**src/rtl/pc_sequencer.sv**
```systemverilog
// Program-counter sequencer: tracks the fetch address, raises a one-cycle flush after
// taken jumps, and counts retired instructions. Optional macro: PC_HALT_DETECT_EN (jump-to-self halt).
module pc_sequencer #(
  parameter int                    ADDR_WIDTH   = 8,
  parameter logic [ADDR_WIDTH-1:0] RESET_VECTOR = '0,
  parameter int                    CNT_WIDTH    = 16
) (
  input  logic                  i_clk,
  input  logic                  i_rst,
  input  logic                  i_jump,
  input  logic [ADDR_WIDTH-1:0] i_target,
  input  logic                  i_instr_valid,
  input  logic                  i_stall,
  output logic [ADDR_WIDTH-1:0] o_pc,
  output logic                  o_fetch_req,
  output logic                  o_flush,
  output logic [CNT_WIDTH-1:0]  o_icount,
  output logic                  o_halted
);

`ifdef PC_HALT_DETECT_EN
  typedef enum logic [1:0] {S_BOOT, S_RUN, S_FLUSH, S_HALT} state_t;
`else
  typedef enum logic [1:0] {S_BOOT, S_RUN, S_FLUSH} state_t;
`endif

  state_t                r_state;
  state_t                w_next_state;
  logic [ADDR_WIDTH-1:0] r_pc;
  logic [ADDR_WIDTH-1:0] w_next_pc;
  logic [CNT_WIDTH-1:0]  r_icount;
  logic [CNT_WIDTH-1:0]  w_next_icount;
  logic                  r_fetch_req;
  logic                  r_flush;
  logic                  r_halted;
  logic                  w_retire;
  logic                  w_halt_next;

  always_comb begin
    w_next_state = r_state;
    w_next_pc    = r_pc;
    w_retire     = 1'b0;
    case (r_state)
      S_BOOT: w_next_state = S_RUN;
      S_RUN: begin
        // stall dominates; a missing instruction just waits on memory
        if (!i_stall && i_instr_valid) begin
          w_retire = 1'b1;
          if (i_jump) begin
            w_next_pc = i_target;
`ifdef PC_HALT_DETECT_EN
            w_next_state = (i_target == r_pc) ? S_HALT : S_FLUSH;
`else
            w_next_state = S_FLUSH;
`endif
          end else begin
            w_next_pc = r_pc + 1'b1;
          end
        end
      end
      S_FLUSH: if (!i_stall) w_next_state = S_RUN;
`ifdef PC_HALT_DETECT_EN
      S_HALT: w_next_state = S_HALT;
`endif
      default: w_next_state = S_BOOT;
    endcase
  end

  assign w_next_icount = (w_retire && (r_icount != '1)) ? r_icount + 1'b1 : r_icount;

`ifdef PC_HALT_DETECT_EN
  assign w_halt_next = (w_next_state == S_HALT);
`else
  assign w_halt_next = 1'b0;
`endif

  // outputs are registered from the next state so they line up with the state they describe
  always_ff @(posedge i_clk) begin
    if (i_rst) begin
      r_state     <= S_BOOT;
      r_pc        <= RESET_VECTOR;
      r_icount    <= '0;
      r_fetch_req <= 1'b0;
      r_flush     <= 1'b0;
      r_halted    <= 1'b0;
    end else begin
      r_state     <= w_next_state;
      r_pc        <= w_next_pc;
      r_icount    <= w_next_icount;
      r_fetch_req <= (w_next_state == S_RUN) || (w_next_state == S_FLUSH);
      r_flush     <= (w_next_state == S_FLUSH);
      r_halted    <= w_halt_next;
    end
  end

  assign o_pc        = r_pc;
  assign o_fetch_req = r_fetch_req;
  assign o_flush     = r_flush;
  assign o_icount    = r_icount;
  assign o_halted    = r_halted;

endmodule

```
**config.mk**
```make
export PLATFORM = sky130hd
export DESIGN_NAME = pc_sequencer
export DESIGN_NICKNAME = d
export VERILOG_FILES = /design/src/rtl/pc_sequencer.sv
export SDC_FILE = /design/constraint.sdc
export NUM_CORES = 1
export LEC_CHECK = 0
export CAP_MARGIN = 10
export CORE_MARGIN = 2
export CORE_UTILIZATION = 47
export CTS_CLUSTER_DIAMETER = 30
export CTS_CLUSTER_SIZE = 12
export DETAILED_ROUTE_END_ITERATION = 6
export PLACE_DENSITY = 0.84
export SLEW_MARGIN = 0
export SYNTH_ARGS = -nofsm -noshare
export SYNTH_HDL_FRONTEND = slang
export SYNTH_SLANG_ARGS = --single-unit
```
**constraint.sdc**
```tcl
create_clock -name i_clk -period 2.54 [get_ports i_clk]
set_input_delay 0.635 -clock i_clk [delete_from_list [all_inputs] [get_ports i_clk]]
set_output_delay 0.635 -clock i_clk [all_outputs]
set_load 0.02 [all_outputs]
```
==> flow_results.xml <==
<?xml version="1.0" encoding="UTF-8"?>
<metrics>
  <group name="logic_synthesis">
    <metric name="share_of_the_synthesized_netlist_area_taken_by_xor_and_xnor_gates" unit="">0.00613</metric>
    <metric name="synth_fa_ha_area_frac" unit="">0.0175</metric>
    <metric name="yosys.area_share.simple" unit="">0.304</metric>
    <metric name="ys_seq_area_frac" unit="">0.392</metric>
    <metric name="yosys_warnings" unit="">0</metric>
    <metric name="synth.mux.area_fraction" unit="">0.00701</metric>
    <metric name="synth_commonest_cells" unit="">sky130_fd_sc_hd__dfxtp_1, sky130_fd_sc_hd__a21oi_1, sky130_fd_sc_hd__nor2_1, sky130_fd_sc_hd__nand2_1</metric>
    <metric name="synthesis.instances" unit="">169</metric>
    <metric name="synth-seq-cells" unit="">28</metric>
    <metric name="main_combinational_cell_family_by_area_after_synthesis" unit="">simple AND/OR/NAND/NOR gates</metric>
    <metric name="synth_edf_count" unit="">0</metric>
    <metric name="synth_nets" unit="">184</metric>
    <metric name="syn-mean-instance-area" unit="sq um">8.45</metric>
    <metric name="synth_async_sr_flop_share" unit="">0</metric>
    <metric name="synth_cell_type_count" unit="">48</metric>
    <metric name="yosysMostFrequentCell" unit="">sky130_fd_sc_hd__dfxtp_1</metric>
    <metric name="synth_compound_area_frac" unit="">0.236</metric>
    <metric name="synthDominantAreaCellType" unit="">sky130_fd_sc_hd__dfxtp_1</metric>
    <metric name="syn-cell-area" unit="sq um">1430</metric>
    <metric name="synth_area_leaders" unit="">sky130_fd_sc_hd__dfxtp_1, sky130_fd_sc_hd__a21oi_1, sky130_fd_sc_hd__o31ai_1, sky130_fd_sc_hd__nor2_1, sky130_fd_sc_hd__nand3_1</metric>
    <metric name="yosys_most_used_dff" unit="">sky130_fd_sc_hd__dfxtp_1</metric>
    <metric name="synth_top_area_frac" unit="">0.392</metric>
  </group>
  <group name="worst_setup_path">
    <metric name="critical_path_class" unit="">in2reg</metric>
    <metric name="critical_path.n_buffers_inverters" unit="">1</metric>
    <metric name="critical_path.cell_chain" unit="">clkdlybuf4s50_1 -&gt; nand4bb_1 -&gt; or4_4 -&gt; or4_1 -&gt; a21oi_1</metric>
    <metric name="crit_path_start_kind" unit="">input port</metric>
    <metric name="reg2reg_slack" unit="ns">0.53</metric>
    <metric name="worst_path_dominant_cell_family" unit="">simple AND/OR/NAND/NOR gates</metric>
    <metric name="cp.arrival" unit="ns">2.54</metric>
    <metric name="largest_fanout_on_the_critical_path" unit="">5</metric>
    <metric name="reg2reg_depth" unit="">6</metric>
    <metric name="crit_required" unit="ns">2.82</metric>
    <metric name="r2r-start" unit="">o_icount[0]</metric>
    <metric name="reg2reg_to" unit="">o_icount[1]</metric>
    <metric name="timing.critical_path.slowest_stage_cell" unit="">sky130_fd_sc_hd__or4_4</metric>
    <metric name="timing.critical_path.to_type" unit="">flip-flop</metric>
    <metric name="max_stage_delay" unit="ns">0.56</metric>
  </group>
  <group name="grt">
    <metric name="track_usage" unit="">0.204</metric>
    <metric name="first_global_vias" unit="">1333</metric>
    <metric name="grt_pass1_wl" unit="mm">5.67</metric>
    <metric name="top_usage_layer" unit="">met2</metric>
    <metric name="globalRouteMet2Util" unit="">0.322</metric>
    <metric name="gr-total-overflow" unit="">0</metric>
    <metric name="grt_util_met3" unit="">0.0349</metric>
    <metric name="grt_start_max_net_pins" unit="">17</metric>
    <metric name="grt_antenna_before_repair" unit="">0</metric>
    <metric name="met1_usage" unit="">0.276</metric>
  </group>
  <group name="detailed_routing">
    <metric name="drt_pass1_iterations" unit="">4</metric>
    <metric name="avgRoutedWirePerCell" unit="um">14.5</metric>
    <metric name="detailedRoute.firstIterationViolations" unit="">48</metric>
    <metric name="vias" unit="">1487</metric>
    <metric name="drt.antenna.violating_nets" unit="">0</metric>
    <metric name="viasPerCell" unit="">6.07</metric>
    <metric name="route.detailed.drc" unit="">0</metric>
    <metric name="postRouteWirelength" unit="mm">3.54</metric>
  </group>
  <group name="layout">
    <metric name="post-route-util" unit="">0.650</metric>
    <metric name="fill_cells" unit="">257</metric>
    <metric name="layout.cells.non_filler" unit="">245</metric>
    <metric name="insertedDiodeCount" unit="">0</metric>
    <metric name="finish.net_count" unit="">228</metric>
    <metric name="layout_cell_share_with_drive_strength_beyond_1" unit="">0.104</metric>
    <metric name="area_delta_synth_final" unit="%">35.5</metric>
  </group>
  <group name="clock_network">
    <metric name="cts-resized-gates" unit="">0</metric>
    <metric name="h-tree-depth" unit="">1</metric>
    <metric name="cts_root_buffer" unit="">sky130_fd_sc_hd__clkbuf_4</metric>
    <metric name="clock-sinks" unit="">28</metric>
    <metric name="clkLatencyLatePin" unit="ns">0.33</metric>
    <metric name="cts_setup_buffers" unit="">0</metric>
    <metric name="cts-hold-fix-buffers" unit="">0</metric>
    <metric name="ctsLongestPathBuffers" unit="">2</metric>
    <metric name="cts_tree" unit="">built</metric>
    <metric name="path_clk_slew" unit="ns">0.15</metric>
    <metric name="cts_buffers" unit="">3</metric>
  </group>
  <group name="power">
    <metric name="vdd_drop_max" unit="mV">0.206</metric>
    <metric name="leakagePower" unit="nW">0.648</metric>
    <metric name="total_power" unit="mW">0.838</metric>
    <metric name="power.density_cell_area" unit="nW/um^2">433</metric>
  </group>
  <group name="placement">
    <metric name="dpl_worst_slack" unit="ns">-0.0929</metric>
    <metric name="routability_cong" unit="">0.782</metric>
    <metric name="place_hpwl" unit="mm">2.56</metric>
    <metric name="placed_cells" unit="">241</metric>
    <metric name="portBuffers" unit="">38</metric>
  </group>
  <group name="floorplanning">
    <metric name="start_util" unit="">0.480</metric>
    <metric name="die-area" unit="sq um">3500</metric>
    <metric name="row_count" unit="">20</metric>
    <metric name="chipWidth" unit="um">59.1</metric>
    <metric name="pin_count" unit="">40</metric>
    <metric name="core_region_area" unit="sq um">2980</metric>
    <metric name="dieHeight" unit="um">59.1</metric>
  </group>
  <group name="sta">
    <metric name="fmax" unit="MHz">443</metric>
    <metric name="hold_slack" unit="ns">0.522</metric>
    <metric name="max_slew_margin" unit="">0.572</metric>
    <metric name="min_period" unit="ns">2.26</metric>
    <metric name="layout_setup_ws" unit="ns">0.281</metric>
    <metric name="max_slew.worst_pin.slew" unit="ns">0.636</metric>
    <metric name="final_report_hold_violation_count" unit="">0</metric>
    <metric name="fin_crit_sh" unit="">0.889</metric>
    <metric name="rsz0062_at_grt" unit="">no</metric>
    <metric name="setup_viol" unit="">0</metric>
    <metric name="skew" unit="ns">0.00669</metric>
    <metric name="drv_slew" unit="">0</metric>
  </group>
  <group name="hold_path">
    <metric name="holdPathStages" unit="">2</metric>
    <metric name="end_point_of_the_most_critical_hold_path" unit="">o_pc[7]</metric>
    <metric name="worst_hold_path_type" unit="">reg2reg</metric>
    <metric name="worstHoldStart" unit="">o_pc[7]</metric>
  </group>
  <group name="job">
    <metric name="maxCapViolations" unit="">0</metric>
  </group>
  <group name="outcome">
    <metric name="run_status" unit="">finished clean</metric>
  </group>
</metrics>
==> sequential cells by signal, indices dropped and copies added (netlist names) <==
| register | cells |
|---|---|
| o_fetch_req | 1 |
| o_flush | 1 |
| o_icount | 16 |
| o_pc | 8 |
| r_state | 2 |
==> routing by layer <==
layer  routed length [um]  vias up  part of all wire
met5                    0        -                 0
met4                   40        0             0.011
met3                  174        5             0.049
met2                 1710       36              0.48
met1                 1620      710              0.46
li1                     -      736                 -
==> cells by family (layout without fill, tap and decap cells) <==
kind of cell | Yosys count | after routing
buffers and inverters | 12 | 55
AOI/OAI and AO/OA | 51 | 51
xor gates and xnor gates | 1 | 1
muxes | 1 | 1
and+or+nand+nor | 73 | 73
adders and majority gates | 2 | 2
other | 1 | 1
DFF | 28 | 28
==> cells in the final DEF, fill, tap and decap left out, types with 2 or more instances in the layout <==
master	netlist	final
sky130_fd_sc_hd__a211oi_1	2	2
sky130_fd_sc_hd__a21oi_1	17	17
sky130_fd_sc_hd__a31oi_1	3	3
sky130_fd_sc_hd__and2_1	2	2
sky130_fd_sc_hd__and3b_1	2	2
sky130_fd_sc_hd__buf_4	1	9
sky130_fd_sc_hd__clkbuf_4	0	3
sky130_fd_sc_hd__clkdlybuf4s50_1	0	38
sky130_fd_sc_hd__dfxtp_1	28	28
sky130_fd_sc_hd__ha_1	2	2
sky130_fd_sc_hd__inv_1	4	4
sky130_fd_sc_hd__nand2_1	11	11
sky130_fd_sc_hd__nand2b_1	2	2
sky130_fd_sc_hd__nand3_1	9	9
sky130_fd_sc_hd__nand4_1	5	5
sky130_fd_sc_hd__nor2_1	13	13
sky130_fd_sc_hd__nor3_1	5	5
sky130_fd_sc_hd__nor4_1	3	3
sky130_fd_sc_hd__o21ai_0	9	9
sky130_fd_sc_hd__o31ai_1	8	8
sky130_fd_sc_hd__o41ai_1	2	2
sky130_fd_sc_hd__or3_1	3	3
sky130_fd_sc_hd__or3_2	2	2
sky130_fd_sc_hd__or4_1	5	5
==> stage by stage <==
| step | cell area [sq um] | setup TNS, ns |
|---|---|---|
| 2_1_floorplan | 1430 | 0 |
| 3_3_place_gp | 1880 | -0.00739 |
| 3_5_place_dp | 1880 | -0.206 |
| 4_1_cts | 1940 | 0 |
| 5_1_grt | 1940 | 0 |
| 6_report | 1940 | 0 |
==> how the worst max path moves through the flow <==
stage	start	end	slack (ns)	cells past startpoint
floorplan	i_stall	o_icount[13]	0.51	4
global placement	i_stall	o_icount[15]	-0.006	5
detailed placement	i_stall	o_icount[13]	-0.09	5
CTS	i_stall	o_icount[13]	0.28	5
global route	i_stall	o_icount[15]	0.20	5
finish	i_stall	o_icount[13]	0.28	5
==> power breakdown <==
part           internal, mW  switching, mW
Clock                 0.160          0.130
Combinational        0.0468         0.0432
Sequential            0.448         0.0109
==> cell type report <==
type	count	area, sq um	area share
Tap cell	33	41.3	0.0213
Inverter	4	15.0	0.00776
Sequential cell	28	561	0.290
Clock buffer	3	22.5	0.0116
Multi-Input combinational cell	129	818	0.423
Clock inverter	1	30.0	0.0155
Timing Repair Buffer	47	448	0.231
==> tightest hold or removal path, delay by kind of cell (launching register included) <==
family / cells / cell delay [ns]
compound gates: 2 / 0.14
flops: 1 / 0.36
(Power assumes the default switching activity.)
==> edit 1, RTL diff (same settings) <==
Change the parameter `CNT_WIDTH` from 16 to 12.
--- a/src/rtl/pc_sequencer.sv
+++ b/src/rtl/pc_sequencer.sv
@@ -3,7 +3,7 @@
 module pc_sequencer #(
   parameter int                    ADDR_WIDTH   = 8,
   parameter logic [ADDR_WIDTH-1:0] RESET_VECTOR = '0,
-  parameter int                    CNT_WIDTH    = 16
+  parameter int                    CNT_WIDTH    = 12
 ) (
   input  logic                  i_clk,
   input  logic                  i_rst,
Ports: changed (resized o_icount); port bits go from 40 to 36. No check against the original RTL was run, so the function may have changed too.
==> edit 1 against the unedited design <==
- first-iteration DRC count is 31% lower
- final area down 15%
- global-route usage hardly changed
- utilization is 2.1 points higher
- worst setup slack improved by 0.16 ns
- wire length fell by 18%
- total power fell by 9.1%
- area after synthesis is 15% lower
- die area down 14%
- sequential cell count decreased by 4
- sequential power fell by 14%
==> edit 1: results (changes against the unedited design) <==
- Status: complete, no violations
- Vias after detailed routing: 1202 (-19%)
- Register share of total power: 0.518 (-0.029)
- CP delay by family, top: buffers and inverters
- DRT Wirelength: 2.91 mm (-18%)
- R2R Setup Slk: 0.55 ns (+0.02 ns)
- # port buffers: 34 (-11%)
- Cells after Synth: 141 (-17%)
- Hold Startpoint: o_icount[6]
- Fmax: 0.477 GHz (+7.7%)
- Worst Hold Path EP: o_icount[6]
- Placed instance count: 202 (-16%)
- Total GRT Usage: 0.204 (-0.000381)
- Post-Syn Nets: 156 (-15%)
- Fillers: 202 (-21%)
- Max VDD drop: 0.000416 V (+100%)
- Clock Skew: 0.0104 ns (+0.00373 ns)
- Synth unique cells: 39 (-19%)
- Detailed Route Iter0 Violations: 33 (-31%)
- Worst slew pin tran: 0.726 ns (+0.0902 ns)
- Fin nets: 192 (-16%)
- Top cells by count, synth: 24 x dfxtp_1, 16 x a21oi_1, 10 x nand2_1, 10 x nand3_1
- First-pass GRT wire length: 4.50 mm (-21%)
- Arr. time, crit path: 1.46 ns (-1.08 ns)
- CP max stage delay: 0.65 ns (+0.09 ns)
- Met2 WL: 1.40 mm (-18%)
- CP max-delay cell: clkdlybuf4s50_1
- RD Place Congestion: 0.735 (-6.1%)
- P_leak: 0.537 nW (-17%)
- Largest cells by area after synthesis: dfxtp_1 40%, a21oi_1 6.6%, o31ai_1 4.9%
- Critical-path maximum fanout: 8 (+3)
- Clock group: 0.000275 W (-5%)
==> edit 1: how the worst max path moves through the flow <==
| stage | from | to | cells past startpoint |
|---|---|---|---|
| after floorplan | i_stall | o_icount[10] | 4 |
| after global placement | i_stall | o_icount[10] | 5 |
| after detailed placement | i_stall | o_icount[10] | 5 |
| after CTS | o_pc[2] | o_pc[2] | 1 |
| after global routing | i_stall | o_icount[11] | 5 |
| final | o_pc[2] | o_pc[2] | 1 |
==> edit 1: logic make-up after synthesis <==
| kind of cell | after synthesis | synth area share |
|---|---|---|
| AOI/OAI and AO/OA | 44 | 0.228 |
| other | 1 | 0.00309 |
| and+or+nand+nor | 55 | 0.278 |
| xor gates and xnor gates | 2 | 0.0144 |
| DFF | 24 | 0.395 |
| muxes | 3 | 0.0257 |
| buffers and inverters | 10 | 0.0350 |
| adders and majority gates | 2 | 0.0206 |
==> edit 1: layout make-up <==
class / count / share of cell area
Inverter: 2 / 0.00456
Clock buffer: 3 / 0.0137
Sequential cell: 24 / 0.292
Clock inverter: 1 / 0.0182
Tap cell: 30 / 0.0228
Timing Repair Buffer: 39 / 0.229
Multi-Input combinational cell: 107 / 0.420
==> edit 1: through the flow <==
stage	util	cell area (sq um)	total power [W]	hold WS [ns]	setup WS [ns]
floorplan	-	1210	0.000450	0.479	0.649
global placement	0.650	1600	0.000491	0.496	0.161
detailed placement	0.650	1600	0.000494	0.516	0.103
CTS	0.671	1650	0.000768	0.538	0.435
global route	0.671	1650	0.000787	0.565	0.347
finish	0.671	1650	0.000762	0.530	0.443
==> edit 1: layer usage <==
| metal | global-route usage | vias to the layer above |
|---|---|---|
| li1 | - | 601 |
| met1 | 0.263 | 563 |
| met2 | 0.349 | 34 |
| met3 | 0.0273 | 4 |
| met4 | 0.0625 | 0 |
| met5 | 0 | - |
==> edit 2, RTL diff (same settings) <==
Made on the original files. Re-encode `state_t` (3 states) as one-hot, 3 bits wide.
--- a/src/rtl/pc_sequencer.sv
+++ b/src/rtl/pc_sequencer.sv
@@ -21,7 +21,7 @@
 `ifdef PC_HALT_DETECT_EN
   typedef enum logic [1:0] {S_BOOT, S_RUN, S_FLUSH, S_HALT} state_t;
 `else
-  typedef enum logic [1:0] {S_BOOT, S_RUN, S_FLUSH} state_t;
+  typedef enum logic [2:0] {S_BOOT = 3'b001, S_RUN = 3'b010, S_FLUSH = 3'b100} state_t;
 `endif
 
   state_t                r_state;
Check against the original RTL: no difference found for any inputs over 10 cycles, from zero or initial values and one cycle with i_rst high; not proved beyond that.
==> edit 2 against the unedited design <==
- sequential cell count up 1
- worst setup slack better by 0.12 ns
- final cell count up 11%
- wire length up 1.7%
- first-iteration DRC count up 110%
- global-route usage about the same
- area after synthesis up 7.5%
- clock skew up 0.0044 ns
- maximum frequency up 5.7%
- largest cell class unchanged
- final area up 4.2%
- total power down 1.2%
==> edit 2: results (changes against the unedited design) <==
- DRT Wirelength: 3.60 mm (+1.7%)
- Slew margin rel.: 0.590 (+0.0178)
- Largest net degree at the start of global routing: 16 (-1)
- Num CTS Buffers: 5 (+2)
- Register area share after synthesis: 0.378 (-0.0144)
- RD Place Congestion: 0.814 (+4.2%)
- Status: complete, no violations
- Multi-In Gates: 145 (+12%)
- Clock buffers: 6 (+3)
- Number of global-route vias before repair: 1309 (-1.8%)
- Logic pwr share: 0.103 (-0.004)
- Tmin final: 2.14 ns (-0.122 ns)
- Routed WL per cell: 13.3 um (-8.1%)
- Synth Area in XOR/XNOR: 0 (-0.00613)
- Fin nets: 241 (+5.7%)
- P_leak: 0.677 nW (+4.5%)
- R2R Setup Slk: 0.77 ns (+0.24 ns)
- Max VDD drop: 0.000252 V (+22%)
- CTS clk-pin slew, worst paths: 0.09 ns (-0.06 ns)
- H-tree depth: 2 (+1)
- Placed instance count: 263 (+9.1%)
- Cells after Synth: 185 (+9.5%)
- NetSw: 0.000214 W (+16%)
- Post-Synth Adder-Cell Area: 0.0163 (-0.00123)
- Post-Syn Nets: 200 (+8.7%)
==> edit 2: how the worst min path moves through the flow <==
stage                 startpoint           end  slack [ns]
global route        o_icount[10]  o_icount[10]        0.56
floorplan             r_state[0]       o_flush        0.55
CTS                      o_pc[7]       o_pc[7]        0.51
finish                   o_pc[7]       o_pc[7]        0.51
detailed placement       o_pc[7]       o_pc[7]        0.50
global placement         o_pc[7]       o_pc[7]        0.49
==> edit 2: through the flow <==
step / utilization / power, W / area [sq um]
after CTS: 0.655 / 0.000838 / 2020
after floorplan: - / 0.000534 / 1540
after global placement: 0.639 / 0.000570 / 1970
after detailed placement: 0.639 / 0.000571 / 1970
final: 0.655 / 0.000828 / 2020
after global routing: 0.655 / 0.000867 / 2020
==> edit 2: routing by layer <==
metal | GRT usage | vias to the layer above | share of wire
met5 | 0 | - | 0
met4 | 0.0652 | 0 | 0.0058
met3 | 0.0567 | 4 | 0.072
met2 | 0.309 | 59 | 0.43
met1 | 0.284 | 712 | 0.50
li1 | - | 784 | -
